`config.mk`:
```
export PLATFORM = sky130hd
export DESIGN_NAME = rr_sel_arbiter4_flat
export DESIGN_NICKNAME = d
export VERILOG_FILES = /design/src/rtl/rr_sel_arbiter4_if.sv /design/src/rtl/rr_sel_arbiter4.sv /design/src/flat_wrapper.sv
export SDC_FILE = /design/constraint.sdc
export NUM_CORES = 1
export LEC_CHECK = 0
export CAP_MARGIN = 30
export CORE_AREA = 2 2 39 41
export CTS_BUF_LIST = sky130_fd_sc_hd__clkbuf_4
export DETAILED_ROUTE_END_ITERATION = 10
export DIE_AREA = 0 0 41 43
export PLACE_DENSITY = 0.69
export SLEW_MARGIN = 25
export SYNTH_ARGS = -nofsm -noshare
export SYNTH_HDL_FRONTEND = slang
export SYNTH_SLANG_ARGS = --single-unit
```
`constraint.sdc`:
```
create_clock -name clk -period 4.1 [get_ports clk]
set_clock_uncertainty 0.05 [all_clocks]
set_input_delay 0.41 -clock clk [delete_from_list [all_inputs] [get_ports clk]]
set_output_delay 0.41 -clock clk [all_outputs]
set_load 0.01 [all_outputs]
```
`src/rtl/rr_sel_arbiter4_if.sv`:
```
// rr_sel_arbiter4_if: handshake/select bundle between the four requesting
// sources and the round-robin select arbiter.
//   req[3:0]   request per channel (bit k = mux input ik)
//   done       one-cycle release pulse from the granted source
//   sel[1:0]   mux select {S1,S0} = granted channel index
//   grant[3:0] one-hot grant, zero when idle
//   busy       a grant is active
//   timeout    one-cycle pulse when a grant is pre-empted by the hold limit
// master = requester side, slave = arbiter side.
interface rr_sel_arbiter4_if;
  logic [3:0] req;
  logic       done;
  logic [1:0] sel;
  logic [3:0] grant;
  logic       busy;
  logic       timeout;

  modport master (output req, done, input sel, grant, busy, timeout);
  modport slave  (input req, done, output sel, grant, busy, timeout);
endinterface

```
`src/rtl/rr_sel_arbiter4.sv`:
```
// rr_sel_arbiter4: round-robin arbiter for four requesters that drives the
// select pair (S0 = sel[0], S1 = sel[1]) of a 4:1 mux built from 2:1 muxes.
// Ports:
//   clk  rising-edge clock
//   rst  synchronous active-high reset
//   arb  rr_sel_arbiter4_if.slave (req/done in, sel/grant/busy/timeout out)
// Parameter HOLD_MAX (1..255): longest a single grant may be held; only
// meaningful when the macro RR_ARB_TIMEOUT_EN is defined. Without the macro
// a grant is held until done or its request drops, and timeout stays 0.
// All outputs are registered; a new grant always follows one IDLE cycle.
module rr_sel_arbiter4 #(
  parameter int unsigned HOLD_MAX = 8
) (
  input  logic                 clk,
  input  logic                 rst,
  rr_sel_arbiter4_if.slave     arb
);

  if (HOLD_MAX < 1 || HOLD_MAX > 255) begin : g_bad_hold
    $error("rr_sel_arbiter4: HOLD_MAX must be 1..255");
  end

  typedef enum logic {IDLE, GRANT} state_t;

  state_t     state_q;
  logic [1:0] ptr_q;
  logic [1:0] sel_q;
  logic [3:0] grant_q;
  logic       busy_q;

  // Search ptr, ptr+1, ptr+2, ptr+3 (mod 4). Walking offsets from high to
  // low lets the smallest offset overwrite, so the first hit wins.
  logic       pick_vld;
  logic [1:0] pick_idx;
  logic [1:0] cand;
  always_comb begin
    pick_vld = 1'b0;
    pick_idx = ptr_q;
    cand     = ptr_q;
    for (int i = 3; i >= 0; i--) begin
      cand = ptr_q + 2'(i);
      if (arb.req[cand]) begin
        pick_vld = 1'b1;
        pick_idx = cand;
      end
    end
  end

  // Normal release causes; any combination counts as one release.
  logic rel_norm;
  assign rel_norm = arb.done | ~arb.req[sel_q];

  logic hold_exp;
`ifdef RR_ARB_TIMEOUT_EN
  localparam logic [7:0] HOLD_LIM = 8'(HOLD_MAX);
  logic [7:0] cnt_q;
  logic       timeout_q;
  assign hold_exp    = (cnt_q == HOLD_LIM);
  assign arb.timeout = timeout_q;
`else
  assign hold_exp    = 1'b0;
  assign arb.timeout = 1'b0;
`endif

  always_ff @(posedge clk) begin
    if (rst) begin
      state_q   <= IDLE;
      ptr_q     <= 2'd0;
      sel_q     <= 2'd0;
      grant_q   <= 4'd0;
      busy_q    <= 1'b0;
`ifdef RR_ARB_TIMEOUT_EN
      cnt_q     <= 8'd0;
      timeout_q <= 1'b0;
`endif
    end else begin
`ifdef RR_ARB_TIMEOUT_EN
      timeout_q <= 1'b0;
`endif
      case (state_q)
        IDLE: begin
          // sel is left alone when nobody requests so Y stays stable
          if (pick_vld) begin
            grant_q <= 4'b0001 << pick_idx;
            sel_q   <= pick_idx;
            busy_q  <= 1'b1;
            state_q <= GRANT;
`ifdef RR_ARB_TIMEOUT_EN
            cnt_q   <= 8'd1;
`endif
          end
        end
        GRANT: begin
          if (rel_norm || hold_exp) begin
            grant_q <= 4'd0;
            busy_q  <= 1'b0;
            ptr_q   <= sel_q + 2'd1;
            state_q <= IDLE;
`ifdef RR_ARB_TIMEOUT_EN
            // only a pure hold-limit release is reported as a timeout
            timeout_q <= ~rel_norm;
`endif
          end else begin
`ifdef RR_ARB_TIMEOUT_EN
            if (cnt_q != HOLD_LIM) cnt_q <= cnt_q + 8'd1;
`endif
          end
        end
        default: state_q <= IDLE;
      endcase
    end
  end

  assign arb.sel   = sel_q;
  assign arb.grant = grant_q;
  assign arb.busy  = busy_q;

endmodule

```
`src/flat_wrapper.sv`:
```
// flat-port wrapper written by rule: the top's interface ports become plain ports
module rr_sel_arbiter4_flat 
#(
  parameter int unsigned HOLD_MAX = 8
)
  (clk, rst, arb_req, arb_done, arb_sel, arb_grant, arb_busy, arb_timeout);
  rr_sel_arbiter4_if arb_i ();
  input  logic clk;
  input  logic rst;
  input wire logic [$bits(arb_i.req)-1:0] arb_req;
  input wire logic [$bits(arb_i.done)-1:0] arb_done;
  output wire logic [$bits(arb_i.sel)-1:0] arb_sel;
  output wire logic [$bits(arb_i.grant)-1:0] arb_grant;
  output wire logic [$bits(arb_i.busy)-1:0] arb_busy;
  output wire logic [$bits(arb_i.timeout)-1:0] arb_timeout;
  assign arb_i.req = arb_req;
  assign arb_i.done = arb_done;
  assign arb_sel = arb_i.sel;
  assign arb_grant = arb_i.grant;
  assign arb_busy = arb_i.busy;
  assign arb_timeout = arb_i.timeout;
  rr_sel_arbiter4 #(.HOLD_MAX(HOLD_MAX)) u_core (.clk(clk), .rst(rst), .arb(arb_i));
endmodule
```
Yosys cells after proc, flatten, opt, wreduce, memory -nomap -nowiden
Cells that the tools add are included.
- add/subtract/negate cells: 4
- multipliers: 0
- divide/modulo/power cells: 0
- magnitude comparators: 5
- equal/unequal tests: 2
- shift-type cells: 1
- mux-type cells: 27
- bitwise gates (word level): 3
- reductions and logical operators: 3
- operator list (operator ; number):
    < comparator 2 x 3 -> 1 bit (second input constant) ; 5
    2-to-1 mux 1 bit ; 13
    binary-select mux 1 bit (select 2 bit) ; 5
    2-to-1 mux 2 bit ; 4
    2-to-1 mux 4 bit ; 2
    one-hot mux 4 bit (2 select lines) ; 1
    AND reduction 2 bit ; 3
    adder 2 x 1 -> 2 bit (second input constant) ; 2
    adder 2 bit (second input constant) ; 2
    one-hot mux 1 bit (2 select lines) ; 2
    << shifter 1 x 2 -> 4 bit (first input constant) ; 1
    inequality test 2 x 1 -> 1 bit (second input constant) ; 1
    inequality test 2 bit (second input constant) ; 1
    NOT 1 bit ; 2
    bitwise OR 1 bit ; 1
- register bits after elaboration: 10
- bits in latches: 0
- memory bits (writable): 0
- memory bits (read-only): 0
- input port bits: 7
- output and inout port bits: 8
- memories: 0

Longest topological paths before layout
Gate-level depths: netlist (run 1).
- depth after elaboration: 10
- gate-level depth with buffers: 5
- gate-level depth less buffers: 5

Least setup slack after synthesis (run 1)
OpenSTA, ideal clock, no wires.
- path kind: register to register
- start: register u_core.sel_q[0] (netlist: u_core.arb.sel[0])
- end: register u_core.grant_q[3] (netlist: u_core.arb.grant[3])
- arrival time: 1.521 ns
- required time: 3.922 ns
- path slack: 2.401 ns
- stages on the path, launching flop included: 6
- path buffers: 0
- clock period less this slack: 1.699 ns
- cell sequence: dfxtp_1 > mux2_2 > a221oi_4 > nor2_1 > a32oi_1 > nor2_1
- longest elaborated chain between the ends: 6
- ends and longest elaborated chain (what ; RTL line ; source):
    from (decl) ; rr_sel_arbiter4.sv:27 ; logic [1:0] sel_q;
    from (signal assigned) ; rr_sel_arbiter4.sv:85 ; sel_q <= pick_idx;
    binary-select mux 1 bit (select 2 bit) ; rr_sel_arbiter4.sv:51 ; assign rel_norm = arb.done | ~arb.req[sel_q];
    2-to-1 mux 1 bit (not written as such) ; rr_sel_arbiter4.sv:51 ;
    NOT 1 bit ; rr_sel_arbiter4.sv:51 ;
    bitwise OR 1 bit ; rr_sel_arbiter4.sv:51 ;
    inequality test 2 bit (no line) ; n/a ;
    AND reduction 2 bit (no line) ; n/a ;
    to (signal assigned) ; rr_sel_arbiter4.sv:84 ; grant_q <= 4'b0001 << pick_idx;
    to (decl) ; rr_sel_arbiter4.sv:28 ; logic [3:0] grant_q;
No other way between the ends. The select of a mux whose other input is x is not followed.
A chain may end at the register's enable or synchronous reset.

Worst setup path in the final report (run 1)
- start: input arb_req[3]
- end: register u_core.grant_q[0] (netlist: u_core.arb.grant[0])
- longest elaborated chain between the ends: 9
- elaborated cells on any way between the ends: 26
- those cells by class: 2 x eq/ne; 1 x shift; 20 x mux; 2 x bitwise; 1 x reduce/logical
- ends and longest elaborated chain (what ; RTL line ; source):
    from (decl) ; flat_wrapper.sv:10 ; input wire logic [$bits(arb_i.req)-1:0] arb_req;
    binary-select mux 1 bit (select 2 bit) ; rr_sel_arbiter4.sv:42 ; if (arb.req[cand]) begin
    2-to-1 mux 1 bit (not written as such) ; rr_sel_arbiter4.sv:42 ;
    2-to-1 mux 2 bit (4 in a row) ; rr_sel_arbiter4.sv:42 ;
    << shifter 1 x 2 -> 4 bit ; rr_sel_arbiter4.sv:84 ;
    2-to-1 mux 4 bit ; rr_sel_arbiter4.sv:83 ; if (pick_vld) begin
    one-hot mux 4 bit (2 select lines) ; rr_sel_arbiter4.sv:80 ; case (state_q)
Several ways; a longest one is shown, not always the timed one. The select of a mux whose other input is x is not followed.

==> results.py, run 1 <==
metrics = {
    "sta": {
        "relSlewSlack_pct": 64.6,
        "period_needed_ps": 1980,
        "hold_viol": 0,
        "setup_ws_ps": 2120,
        "hold_ws_ps": 409,
        "tns_ps": 0,
        "min_period_over_period_pct": 48.3,
        "final-max-slew-violation-count": 0,
        "tightestPinTransition_ps": 527,
        "grt_setup_unrepaired": "false",
        "setup_viol": 0,
        "fmax_mhz": 505,
    },
    "yosys": {
        "synth_area_sq_um": 531,
        "ys_types": 24,
        "syn_nets": 69,
        "ys_seq_elements": 10,
        "synth.avg_cell_area_sq_um": 8.56,
        "ys_seq_area_share_pct": 37.7,
        "ys_warn_count": 0,
        "async_reset_ff_share_pct": 0,
        "synth-edff-count": 0,
        "ys.flop_type": "dfxtp_1",
        "syn_inst": 62,
    },
    "setup_path": {
        "reg2reg_depth": 5,
        "reg2reg_setup_slack_ps": 2320,
        "critical-path-slowest-cell": "clkdlybuf4s50_1",
        "r2r-start": "u_core.arb.sel[0]",
        "startpoint_type": "input pin",
        "crit_buf_inv": 1,
        "path_class": "input pin to flip-flop",
        "endpoint": "u_core.arb.grant[0]",
        "rr_endpoint": "u_core.arb.grant[3]",
        "max_stage_delay_ps": 530,
        "cp.required_ps": 4250,
        "cp.depth": 6,
        "crit_start": "arb_req[3]",
        "critical_path_arrival_ps": 2130,
        "cp-end-kind": "flip-flop",
        "path_cells": "clkdlybuf4s50_1 > or3_1 > o21ai_1 > o31ai_1 > or4_1 > a21oi_1",
        "critPathMaxFanout": 8,
        "cp_top_family": "simple AND/OR/NAND/NOR gates",
    },
    "global_routing": {
        "antenna_found_initial": 0,
        "grt_pass1_wl_um": 1700,
        "track_usage_pct": 14.9,
        "overflow": 0,
        "grt_pass1_vias": 408,
        "grt_max_degree": 11,
    },
    "die": {
        "ioPinCount": 15,
        "die_area_sq_um": 1760,
        "dieWidth_um": 41,
        "rows": 14,
        "die_h_um": 43,
        "start_util_pct": 38.3,
        "core-area_sq_um": 1380,
    },
    "clock_tree": {
        "holdBufCountCts": 0,
        "post_cts_buffers": 0,
        "cts_made_buffers": 3,
        "tritoncts": "built",
        "cts_sinks": 10,
        "clock_latency_ps": 270,
        "cts.htree.levels": 1,
        "post_cts_resized": 0,
        "root_buffer": "clkbuf_4",
        "clk_path_buf_depth": 2,
        "cts.clk_slew.worst_paths_ps": 60,
    },
    "final_layout": {
        "layout.nets": 85,
        "synthToLayoutAreaGrowth_pct": 30.4,
        "insertedDiodeCount": 0,
        "design_area_sq_um": 692,
        "fin_cells": 92,
        "drive_gt1_share_pct": 10.5,
        "final_util_pct": 50.0,
    },
    "run_status": {
        "status": "completed",
    },
    "run": {
        "drv_cap": 0,
    },
    "power": {
        "powerDensity_nw_per_um2": 364,
        "ir_drop_uv": 182,
        "total_power_mw": 0.252,
        "p_leak_nw": 0.241,
    },
    "worst_hold_path": {
        "hp-class": "flip-flop to flip-flop",
        "min-delay-start": "u_core.arb.grant[2]",
    },
    "route": {
        "ant_nets": 0,
        "wl_per_cell_um": 11.9,
        "vias": 486,
        "dr.pass1.iters": 3,
        "viasPerCell": 5.28,
        "drt_iter0_markers": 7,
        "wirelength_um": 1100,
        "drcViolationCount": 0,
    },
    "placed_design": {
        "dp_cells": 89,
        "dp_slack_ps": 1860,
        "dp_hpwl_um": 799,
        "gp_routability_congestion": 0.766,
        "placed_cell_area_sq_um": 669,
        "port_buffers": 13,
    },
}
==> worst min path at each step <==
stage | end | slack [ps] | cells past startpoint
global route | u_core.arb.grant[2] | 430 | 2
detailed placement | u_core.arb.grant[2] | 400 | 2
finish | u_core.arb.grant[2] | 410 | 2
CTS | u_core.arb.grant[2] | 410 | 2
global placement | u_core.arb.grant[2] | 400 | 2
floorplan | u_core.arb.grant[2] | 430 | 2
==> cells in the final DEF (no fill, tap or decap) <==
| cell type | n |
|---|---|
| clkbuf_4 | 3 |
| nor3_1 | 1 |
| o21ai_1 | 2 |
| xnor2_1 | 1 |
| a32oi_1 | 1 |
| o21ai_0 | 3 |
| o31ai_1 | 1 |
| mux2_2 | 2 |
| or3_1 | 1 |
| nand2_1 | 6 |
| nand3b_1 | 2 |
| a2bb2oi_1 | 1 |
| nor2_1 | 9 |
| a221oi_4 | 1 |
| clkdlybuf4s50_1 | 13 |
| dfxtp_1 | 10 |
| conb_1 | 1 |
| a21oi_1 | 6 |
| or4_1 | 1 |
| nor2b_1 | 4 |
| a211oi_1 | 3 |
| o221a_4 | 1 |
| inv_1 | 2 |
| nor4_2 | 1 |
==> metal layers <==
layer	wire length (um)	up-vias	track usage (%)
met5	0	-	0
met4	22	0	12.0
met3	51	4	4.71
met2	495	10	20.9
met1	527	223	17.6
li1	-	249	-
==> layout make-up <==
cell class / count / area, sq um
fill: 146 / 692
multi-input combinational: 48 / 312
sequential: 10 / 200
tap: 16 / 20.0
inverter: 2 / 7.51
clock buffer: 3 / 22.5
timing repair buffer: 13 / 130
==> synth_stat cells, types with 2 or more instances <==
master    count  share of area, %
nor2_1        9               6.4
a21oi_1       6               5.7
dfxtp_1      10                38
inv_1         2               1.4
o21ai_0       3               2.8
o21ai_1       2               1.9
nor2b_1       4               4.7
mux2_2        2               4.2
nand2_1       6               4.2
nand3b_1      2               2.8
a211oi_1      3               4.2
==> power by group <==
| group | switching [mW] | leakage (nW) | internal, mW |
|---|---|---|---|
| logic | 0.0329 | 0.144 | 0.0362 |
| clock network | 0.0328 | 0.0138 | 0.0339 |
| registers | 0.00918 | 0.0824 | 0.107 |
| total | 0.0749 | 0.241 | 0.177 |
==> state kept, by name, summed over array words and instances (netlist names) <==
signal	count
u_core.arb.busy	1
u_core.arb.grant	4
u_core.arb.sel	2
u_core.ptr_q	2
u_core.state_q	1
==> cells by family (layout without fill, tap and decap cells) <==
group | after synthesis | after routing | synth area share [%]
and+or+nand+nor | 25 | 25 | 24.1
buffers and inverters | 4 | 18 | 3.54
other | 1 | 1 | 0.707
muxes | 2 | 2 | 4.24
AOI/OAI and AO/OA | 19 | 19 | 28.1
DFF | 10 | 10 | 37.7
xor gates and xnor gates | 1 | 1 | 1.65
==> worst min-delay path, delay by kind of cell (launching register included) <==
kind / cells / cell delay (ps)
AOI/OAI and AO/OA: 1 / 50
DFF: 1 / 310
and+or+nand+nor: 1 / 50
Power figures use the tool's default switching activity.
==> run 2, diff against run 1 <==
Settings changed: PLACE_DENSITY 0.69 to 0.71.
Clock period 4.1 ns to 1.75 ns, I/O delays scaled along.
==> run 2 against run 1 <==
Total power increased to 2.5 times the previous value. Critical path depth unchanged. Global-route usage increased by 1.1 points. Setup slack got worse by 2000 ps. Sequential share of layout area shrank 3.2 points. Sequential power up 130%. Design area grew 12%. Cell count up 13%. Critical path type unchanged. Critical endpoint unchanged. Largest power group unchanged. Highest routed layer is now met3.
==> results.py, run 2 (synthesized netlist as in run 1, its figures left out) <==
metrics = {
    "die": {
        "dieWidth_um": 41,
        "rows": 14,
        "die_h_um": 43,
        "core-area_sq_um": 1380,
        "die_area_sq_um": 1760,
        "ioPinCount": 15,
        "start_util_pct": 38.3,
    },
    "power": {
        "power.internal_mw": 0.444,
        "powerDensity_nw_per_um2": 809,
        "pwr-share-clk_pct": 26.0,
        "switching_share_pct": 29.5,
        "switchingPower_mw": 0.186,
        "total_power_mw": 0.630,
        "p_leak_nw": 0.297,
        "ir_drop_uv": 487,
        "seq_power_share_pct": 42.7,
        "p_comb_share_pct": 31.3,
    },
    "setup_path": {
        "critical_path_arrival_ps": 1800,
        "critical-path-slowest-cell": "clkdlybuf4s50_1",
        "path_class": "input pin to flip-flop",
        "crit_start": "arb_req[2]",
        "max_stage_delay_ps": 580,
        "path_cells": "clkdlybuf4s50_1 > nor2_1 > a2bb2oi_1 > o221a_4 > or4_1 > a21oi_1",
        "critPathMaxFanout": 6,
        "cp-end-kind": "flip-flop",
        "startpoint_type": "input pin",
        "cp.required_ps": 1900,
        "r2r-start": "u_core.arb.sel[0]",
    },
    "sta": {
        "grt_setup_unrepaired": "false",
        "tns_ps": 0,
        "min_period_over_period_pct": 94.4,
        "fmax_mhz": 606,
        "hold_viol": 0,
        "setup_viol": 0,
        "hold_ws_ps": 406,
        "period_needed_ps": 1650,
        "final-max-slew-violation-count": 0,
    },
    "global_routing": {
        "grt_pass1_vias": 441,
        "grt_pass1_wl_um": 1900,
        "track_usage_pct": 16.0,
        "grt_max_degree": 11,
        "antenna_found_initial": 0,
        "overflow": 0,
    },
    "clock_tree": {
        "clk_path_buf_depth": 2,
        "post_cts_buffers": 0,
        "cts.clk_slew.worst_paths_ps": 70,
        "post_cts_resized": 0,
        "cts_sinks": 10,
        "cts.htree.levels": 1,
        "tritoncts": "built",
        "cts_made_buffers": 3,
        "clock_latency_ps": 270,
        "root_buffer": "clkbuf_4",
        "holdBufCountCts": 0,
    },
    "route": {
        "wirelength_um": 1170,
        "drcViolationCount": 0,
        "ant_nets": 0,
        "wl_per_cell_um": 11.2,
        "drt_iter0_markers": 7,
        "viasPerCell": 5.01,
        "dr.pass1.iters": 4,
        "vias": 521,
    },
    "placed_design": {
        "dp_hpwl_um": 891,
        "gp_routability_congestion": 0.785,
        "port_buffers": 13,
    },
    "final_layout": {
        "mostFrequentLayoutCells": "clkdlybuf4s50_1 (13), buf_4 (11), dfxtp_1 (10)",
        "synthToLayoutAreaGrowth_pct": 46.7,
        "layout.nets": 96,
        "final_util_pct": 56.2,
        "largest_register_ff_count": 4,
        "drive_gt1_share_pct": 21.6,
        "final_common_cell": "clkdlybuf4s50_1",
        "fillCellCount": 140,
        "insertedDiodeCount": 0,
    },
    "run_status": {
        "status": "completed",
    },
    "run": {
        "drv_cap": 0,
    },
    "worst_hold_path": {
        "hp-class": "flip-flop to flip-flop",
        "min-delay-start": "u_core.arb.grant[2]",
    },
}
==> run 2: final cells by class <==
class | instances | area, sq um | share of cell area, %
clock buffers | 3 | 22.5 | 2.89
inverters | 2 | 7.51 | 0.965
flip-flops and latches | 10 | 200 | 25.7
repair buffers | 24 | 213 | 27.3
clock inverters | 1 | 3.75 | 0.482
well taps | 16 | 20.0 | 2.57
multi-input cells | 48 | 312 | 40.0
==> run 2: power by group through the flow <==
stage / clock [mW] / combinational, mW / sequential (mW)
floorplan: 0 / 0.0947 / 0.280
global placement: 0 / 0.195 / 0.274
detailed placement: 0 / 0.197 / 0.274
CTS: 0.172 / 0.198 / 0.269
global route: 0.188 / 0.216 / 0.272
finish: 0.164 / 0.197 / 0.269
==> run 2: worst max-delay path, delay by kind of cell <==
family	cells	cell delay, ps
buffers and inverters	1	580
AOI/OAI and AO/OA	3	520
and+or+nand+nor	2	530
==> run 2: final timing paths <==
kind / slack [ps] / depth (start not counted) / endpoint
max: 100 / 6 / u_core.arb.grant[0]
min: 410 / 2 / u_core.arb.grant[2]
max reg2reg: 160 / 5 / u_core.ptr_q[1]
min reg2reg: 410 / 2 / u_core.arb.grant[2]
==> run 2: routing by layer <==
layer / part of all wire [%] / GRT usage [%] / up-vias
met4: 0 / 2.00 / 0
li1: - / - / 276
met1: 48 / 20.9 / 230
met2: 47 / 23.1 / 15
met5: 0 / 0 / -
met3: 4.9 / 9.42 / 0
==> run 2: stage by stage <==
step           instance area (sq um)  setup slack [ps]  std cells
5_1_grt                          778              2.54        104
2_1_floorplan                    531              51.1         62
3_5_place_dp                     752              -160        100
6_report                         778              98.8        104
3_3_place_gp                     752              -145        100
4_1_cts                          778               121        104
